## src/rtl/clock_gen_p.sv

```systemverilog
// Types shared by the transmit clock generator and the receive-side clock recovery.
package clock_gen_p;

  localparam int DEF_RATE_WIDTH  = 16;
  localparam int DEF_DELAY_WIDTH = 4;

  typedef logic [DEF_RATE_WIDTH-1:0]  half_rate_t;
  typedef logic [DEF_DELAY_WIDTH-1:0] tx_delay_t;

  typedef enum logic [1:0] {
    IDLE = 2'd0,
    RUN  = 2'd1,
    STOP = 2'd2
  } gen_state_e;

  typedef struct packed {
    half_rate_t high;
    half_rate_t low;
    tx_delay_t  delay;
  } rate_cfg_s;

endpackage

```

## src/rtl/common_p.sv

```systemverilog
// Shared clock-domain bundle used across the link datapath blocks.
package common_p;

  typedef struct packed {
    logic clk;
    logic rst_n;
  } clk_dom_s;

endpackage

```

## src/rtl/half_period_counter.sv

```systemverilog
// Down-counter for one half period; flags the terminal count and the preempt point.
module half_period_counter #(
  parameter int RATE_WIDTH  = 16,
  parameter int DELAY_WIDTH = 4
) (
  input  logic                   clk_i,
  input  logic                   rst_ni,
  input  logic                   reload_i,
  input  logic [RATE_WIDTH-1:0]  load_val_i,
  input  logic                   dec_i,
  input  logic [DELAY_WIDTH-1:0] delay_i,
  output logic                   at_zero_o,
  output logic                   at_delay_o
);

  logic [RATE_WIDTH-1:0] cnt_q, cnt_d;

  // Saturates at zero rather than wrapping.
  always_comb begin
    cnt_d = cnt_q;
    if (reload_i) begin
      cnt_d = load_val_i;
    end else if (dec_i && (cnt_q != '0)) begin
      cnt_d = cnt_q - RATE_WIDTH'(1);
    end
  end

  always_ff @(posedge clk_i or negedge rst_ni) begin
    if (!rst_ni) begin
      cnt_q <= '0;
    end else begin
      cnt_q <= cnt_d;
    end
  end

  assign at_zero_o  = (cnt_q == '0);
  assign at_delay_o = (cnt_q == RATE_WIDTH'(delay_i));

endmodule

```

## src/rtl/preemptive_clock_gen.sv

```systemverilog
// Transmit clock generator with programmable half periods and edge strobes
// issued a programmable number of cycles ahead of each generated edge.
module preemptive_clock_gen
  import clock_gen_p::*;
#(
  parameter int   RATE_WIDTH  = DEF_RATE_WIDTH,
  parameter int   DELAY_WIDTH = DEF_DELAY_WIDTH,
  parameter logic IDLE_LEVEL  = 1'b1
) (
  input  common_p::clk_dom_s     sys_dom_i,
  input  logic                   enable_i,
  input  logic [RATE_WIDTH-1:0]  high_half_rate_i,
  input  logic [RATE_WIDTH-1:0]  low_half_rate_i,
  input  logic [DELAY_WIDTH-1:0] tx_delay_i,
  input  logic                   config_update_i,
  output logic                   clk_o,
  output logic                   rise_o,
  output logic                   fall_o,
  output logic                   preempt_rise_o,
  output logic                   preempt_fall_o,
  output logic                   busy_o,
  output logic                   config_err_o
);

  function automatic logic [RATE_WIDTH-1:0] clamp_rate(input logic [RATE_WIDTH-1:0] r);
    return (r == '0) ? RATE_WIDTH'(1) : r;
  endfunction

  logic clk, rst_n;
  assign clk   = sys_dom_i.clk;
  assign rst_n = sys_dom_i.rst_n;

  gen_state_e state_q, state_d;
  logic clk_q, clk_d;
  logic rise_q, rise_d, fall_q, fall_d;
  logic prise_q, prise_d, pfall_q, pfall_d;
  logic pend_q, pend_d;
  logic err_q, err_d;
  logic init_q;

  logic [RATE_WIDTH-1:0]  sh_high_q, sh_low_q;
  logic [DELAY_WIDTH-1:0] sh_dly_q;
  logic [RATE_WIDTH-1:0]  act_rate_q, act_rate_d;
  logic [DELAY_WIDTH-1:0] act_dly_q, act_dly_d;

  logic                   cfg_sel;
  logic [RATE_WIDTH-1:0]  cfg_high, cfg_low, start_rate, next_rate;
  logic [DELAY_WIDTH-1:0] cfg_dly;
  logic                   reload, dec, act_upd, stopping, preempt_ok;
  logic [RATE_WIDTH-1:0]  load_val;
  logic                   at_zero, at_delay;

  // An update coinciding with a reload is bypassed straight into that reload.
  assign cfg_sel    = config_update_i || !init_q;
  assign cfg_high   = cfg_sel ? high_half_rate_i : sh_high_q;
  assign cfg_low    = cfg_sel ? low_half_rate_i  : sh_low_q;
  assign cfg_dly    = cfg_sel ? tx_delay_i       : sh_dly_q;
  assign start_rate = clamp_rate(IDLE_LEVEL ? cfg_high : cfg_low);
  assign next_rate  = clamp_rate(clk_q ? cfg_low : cfg_high);

  assign stopping   = (state_q == STOP) || ((state_q == RUN) && !enable_i);
  assign preempt_ok = at_delay && !pend_q && (RATE_WIDTH'(act_dly_q) < act_rate_q);

  half_period_counter #(
    .RATE_WIDTH (RATE_WIDTH),
    .DELAY_WIDTH(DELAY_WIDTH)
  ) u_cnt (
    .clk_i     (clk),
    .rst_ni    (rst_n),
    .reload_i  (reload),
    .load_val_i(load_val),
    .dec_i     (dec),
    .delay_i   (act_dly_q),
    .at_zero_o (at_zero),
    .at_delay_o(at_delay)
  );

  always_comb begin
    state_d    = state_q;
    clk_d      = clk_q;
    rise_d     = 1'b0;
    fall_d     = 1'b0;
    prise_d    = 1'b0;
    pfall_d    = 1'b0;
    pend_d     = pend_q;
    err_d      = err_q;
    reload     = 1'b0;
    dec        = 1'b0;
    load_val   = '0;
    act_upd    = 1'b0;
    act_rate_d = act_rate_q;
    act_dly_d  = act_dly_q;

    case (state_q)
      IDLE: begin
        clk_d  = IDLE_LEVEL;
        pend_d = 1'b0;
        if (enable_i) begin
          state_d    = RUN;
          reload     = 1'b1;
          load_val   = RATE_WIDTH'(cfg_dly);
          act_upd    = 1'b1;
          act_rate_d = start_rate;
          act_dly_d  = cfg_dly;
        end
      end
      default: begin
        // At idle level with no preempt out yet, nothing is owed downstream.
        if (stopping && (clk_q == IDLE_LEVEL) && !pend_q) begin
          state_d = IDLE;
        end else begin
          state_d = stopping ? STOP : RUN;
          dec     = 1'b1;
          if (preempt_ok) begin
            pfall_d = clk_q;
            prise_d = !clk_q;
            pend_d  = 1'b1;
          end
          if (at_zero) begin
            clk_d      = !clk_q;
            rise_d     = !clk_q;
            fall_d     = clk_q;
            pend_d     = 1'b0;
            reload     = 1'b1;
            load_val   = next_rate - RATE_WIDTH'(1);
            act_upd    = 1'b1;
            act_rate_d = next_rate;
            act_dly_d  = cfg_dly;
          end
        end
      end
    endcase

    if (act_upd && (RATE_WIDTH'(act_dly_d) >= act_rate_d)) begin
      err_d = 1'b1;
    end
  end

  always_ff @(posedge clk or negedge rst_n) begin
    if (!rst_n) begin
      state_q <= IDLE;
      clk_q   <= IDLE_LEVEL;
      rise_q  <= 1'b0;
      fall_q  <= 1'b0;
      prise_q <= 1'b0;
      pfall_q <= 1'b0;
      pend_q  <= 1'b0;
      err_q   <= 1'b0;
      init_q  <= 1'b0;
    end else begin
      state_q <= state_d;
      clk_q   <= clk_d;
      rise_q  <= rise_d;
      fall_q  <= fall_d;
      prise_q <= prise_d;
      pfall_q <= pfall_d;
      pend_q  <= pend_d;
      err_q   <= err_d;
      init_q  <= 1'b1;
    end
  end

  always_ff @(posedge clk) begin
    if (cfg_sel) begin
      sh_high_q <= high_half_rate_i;
      sh_low_q  <= low_half_rate_i;
      sh_dly_q  <= tx_delay_i;
    end
    act_rate_q <= act_rate_d;
    act_dly_q  <= act_dly_d;
  end

  assign clk_o          = clk_q;
  assign rise_o         = rise_q;
  assign fall_o         = fall_q;
  assign preempt_rise_o = prise_q;
  assign preempt_fall_o = pfall_q;
  assign busy_o         = (state_q != IDLE);
  assign config_err_o   = err_q;

endmodule
```

## config.mk

```make
export PLATFORM = sky130hd
export DESIGN_NAME = preemptive_clock_gen
export DESIGN_NICKNAME = d
export VERILOG_FILES = /design/src/rtl/clock_gen_p.sv /design/src/rtl/common_p.sv /design/src/rtl/half_period_counter.sv /design/src/rtl/preemptive_clock_gen.sv
export SDC_FILE = /design/constraint.sdc
export NUM_CORES = 1
export LEC_CHECK = 0
export ABC_AREA = 0
export BUFFER_PORTS_ARGS = -buffer_cell sky130_fd_sc_hd__buf_2
export CAP_MARGIN = 30
export CELL_PAD_IN_SITES_DETAIL_PLACEMENT = 0
export CELL_PAD_IN_SITES_GLOBAL_PLACEMENT = 1
export CORE_MARGIN = 5
export CORE_UTILIZATION = 46
export CTS_CLUSTER_SIZE = 40
export DETAILED_ROUTE_END_ITERATION = 8
export GPL_ROUTABILITY_DRIVEN = 1
export PLACE_DENSITY_LB_ADDON = 0.05
export REMOVE_ABC_BUFFERS = 1
export SKIP_CTS_REPAIR_TIMING = 1
export SYNTH_ARGS = -nofsm -noshare
export SYNTH_HDL_FRONTEND = slang
export SYNTH_SLANG_ARGS = --single-unit
export TNS_END_PERCENT = 50
```

## constraint.sdc

```tcl
create_clock -name sys_dom_i -period 5.1 [get_ports sys_dom_i]
set_input_delay 0.255 -clock sys_dom_i [delete_from_list [all_inputs] [get_ports sys_dom_i]]
set_output_delay 0.255 -clock sys_dom_i [all_outputs]
set_load 0.005 [all_outputs]
```

==> results_dict.tcl <==
set metrics [dict create \
    outcome "finished, violations left" \
    violations "negative hold slack" \
    netlist_instances 475 \
    swShare 0.380 \
    multiInputGateArea_mm2 0.00252 \
    power_frac_seq 0.374 \
    crit_path_cell_trace "clkinv_1 -> mux4_2 -> inv_1 -> o211ai_1 -> o21a_1 -> a21oi_1 -> ha_1 -> nand2b_1 -> a21o_1 -> a21o_1 -> a21oi_1 -> nor3_1 -> nand2_1 -> o41ai_2" \
    hold_viol 26 \
    cts_tree "yes" \
    synth_xor_area_frac 0.0271 \
    start_util 0.467 \
    synthAdderAreaFrac 0.0277 \
    path_delay_family "compound AO/OA/AOI/OAI gates" \
    critPathArrivalTime_ps 4340 \
    synth_top_family_by_area "simple AND/OR/NAND/NOR gates" \
    crit-reg2reg-launch "clk_o" \
    area_delta_synth_final_pct 14.6 \
    path_buf_inv 2 \
    power_leakage_nw 2.27 \
    num_vias 3784 \
    drtIter0Drc 245 \
    diodes 0 \
    synth_seq_area_share 0.392 \
    tightest_slew_ps 886 \
    viasPerCell 5.71 \
    synth_simple_gate_area_frac 0.190 \
    synth_cell_types 71 \
    register_area_mm2 0.00177 \
    place.port_buffers 45 \
    maxSlewViolCount 0 \
    rsz0062_at_grt "false" \
    max_stage_delay_ps 980 \
    firstDrtPassIters 5 \
    design.die.area_mm2 0.0119 \
    combPwrFrac 0.313 \
    grt.overflow.total 0 \
    ant_nets 0 \
    layout-drive-gt1-share 0.253 \
    nets 574 \
    first_global_vias 3937 \
    synth-edff-count 0 \
    die_y_um 109 \
    net-switching-power_w 0.000878 \
    gp_congestion 0.861 \
    fp.dieW_um 109 \
    timing.setup.tns_ps 0 \
    ff2ff_path_depth 14 \
    async_reset_ff_frac 0.317 \
    grt_max_degree 32 \
    wl_um 12500 \
    crit_path_end_kind "flip-flop" \
    yosys_register_bits 82 \
    synthMuxAreaShare 0.165 \
    synth_ff_type "dfxtp_1" \
    grt_pass1_wl_um 20000 \
    power_density_mw_per_mm2 446 \
    power_w 0.00231 \
    setup_violations 0 \
    post-route-drc-count 0 \
    drv_cap 0 \
    wl_per_cell_um 18.8 \
    worst_skew_pair.late_latency_ps 360 \
    skew_ps 8.61 \
    r2r_end "config_err_o" \
    min_period_ps 4090 \
    cp_slowest_cell "dfstp_2" \
    detailed_place_hpwl_um 9570 \
    peakVddDrop_v 0.000193 \
    critPathMaxFanout 25 \
    nFillCells 927 \
    synth_top_area_share 0.248 \
    crit_required_ps 5350 \
    p_int_w 0.00143 \
    antenna_found_initial 0 \
    fin_hold_ws_ps -418 \
    critPathKind "reg2reg" \
    yosysTopAreaCell "dfxtp_1" \
    r2r_slack_ps 1010 \
    pin_count 47 \
    syn_area_mm2 0.00452 \
    ys_warn_count 0 \
    start_kind "flip-flop" \
    grt_use_total 0.228 \
    coreArea_mm2 0.00968 \
    hp-class "clk2async" \
    fin_crit_sh 0.802 \
    pwr-share-clk 0.313 \
    rows 36 \
    synth_compound_area_frac 0.146 \
    clk_pin_slew_ps 90 \
    fmaxAchievable_ghz 0.245 \
    relSlewSlack 0.409 \
    synth_area_per_cell_um2 9.51 \
    ys_top_cells_by_area "dfxtp_1, dfrtp_1, mux2_2" \
]
metal layers:
layer / track usage / vias up / routed length [µm] / part of all wire
met3: 0.0657 / 15 / 640 / 0.051
met5: 0 / - / 0 / 0
met1: 0.300 / 1828 / 5930 / 0.47
met4: 0.105 / 0 / 215 / 0.017
li1: - / 1831 / - / -
met2: 0.344 / 110 / 5710 / 0.46
Yosys cell counts (4+ instances only):
| master | n |
|---|---|
| o21ai_0 | 27 |
| a21oi_1 | 27 |
| buf_2 | 4 |
| mux2_2 | 23 |
| or3_1 | 4 |
| mux2i_1 | 24 |
| nand2b_1 | 6 |
| ha_1 | 10 |
| nor4_1 | 10 |
| or2_2 | 4 |
| nand3_1 | 16 |
| nand2_1 | 33 |
| xor2_1 | 8 |
| nor2_1 | 34 |
| xnor2_1 | 6 |
| or4_1 | 5 |
| o211ai_1 | 7 |
| dfxtp_1 | 56 |
| nor3b_1 | 4 |
| mux4_2 | 11 |
| dfrtp_1 | 25 |
| nor3_1 | 17 |
| a21o_1 | 7 |
| clkbuf_1 | 6 |
| o22ai_1 | 5 |
| inv_1 | 38 |
cell families (layout without fill, tap and decap cells):
logic type,after synthesis,count (layout)
AOI/OAI and AO/OA,100,100
xor gates and xnor gates,14,14
adders and majority gates,10,10
buffers and inverters,53,108
DFF,82,82
muxes,58,58
other,1,1
and+or+nand+nor,157,157
power by group through the flow:
stage | logic (W) | clock network [W] | registers (W)
after floorplan | 0.000542 | 0 | 0.000842
after global placement | 0.000708 | 0 | 0.000874
after detailed placement | 0.000715 | 0 | 0.000877
after CTS | 0.000720 | 0.000755 | 0.000861
after global routing | 0.000801 | 0.000797 | 0.000877
final | 0.000722 | 0.000723 | 0.000864
per-stage QoR:
step / area, µm² / cells / setup WS, ps / hold WS (ps) / utilization
floorplan: 4440 / 461 / -1040 / -296 / -
finish: 5180 / 663 / 1010 / -418 / 0.535
detailed placement: 4880 / 643 / 1050 / -296 / 0.504
CTS: 5180 / 663 / 1040 / -424 / 0.535
global route: 5180 / 663 / 789 / -428 / 0.535
global placement: 4870 / 642 / 1080 / -296 / 0.503
worst max path at each step:
stage | slack [ps] | cells past startpoint | start | to
2_1_floorplan | -1040 | 14 | init_q | config_err_o
6_report | 1010 | 14 | clk_o | config_err_o
3_3_place_gp | 1080 | 15 | u_cnt.cnt_q[0] | config_err_o
3_5_place_dp | 1050 | 14 | clk_o | config_err_o
5_1_grt | 790 | 14 | clk_o | config_err_o
4_1_cts | 1040 | 14 | clk_o | config_err_o
final cells by class:
type	instances	area share
clock buffer	15	0.0464
clock inverter	5	0.0116
inverter	39	0.0283
multi-input combinational	340	0.488
sequential	82	0.342
tap	133	0.0321
timing repair buffer	49	0.0517
worst reg2reg max path, delay by kind of cell (launching register included):
family | cells | cell delay, ps
AOI/OAI and AO/OA | 7 | 1340
DFF | 1 | 980
buffers and inverters | 2 | 670
muxes | 1 | 450
and+or+nand+nor | 3 | 300
adders and majority gates | 1 | 250
sequential cells by signal (all words and copies together), names as in the netlist:
signal	count
preempt_rise_o	1
sh_low_q	16
init_q	1
sh_dly_q	4
act_dly_q	4
preempt_fall_o	1
pend_q	1
clk_o	1
act_rate_q	16
state_q	2
sh_high_q	16
rise_o	1
fall_o	1
u_cnt.cnt_q	16
config_err_o	1
cell usage in the layout, fill, tap and decap left out, types with 6 or more instances in the layout:
cell,n
mux4_2,11
nor2_1,34
xnor2_1,6
mux2i_1,24
xor2_1,8
nand2b_1,6
buf_2,45
nand2_1,33
o211ai_1,7
nand3_1,16
nor3_1,17
a21oi_1,27
clkbuf_8,12
mux2_2,23
a21o_1,7
inv_1,38
nor4_1,10
o21ai_0,27
dfrtp_1,25
dfxtp_1,56
ha_1,10
Power figures use the tool's default switching activity.
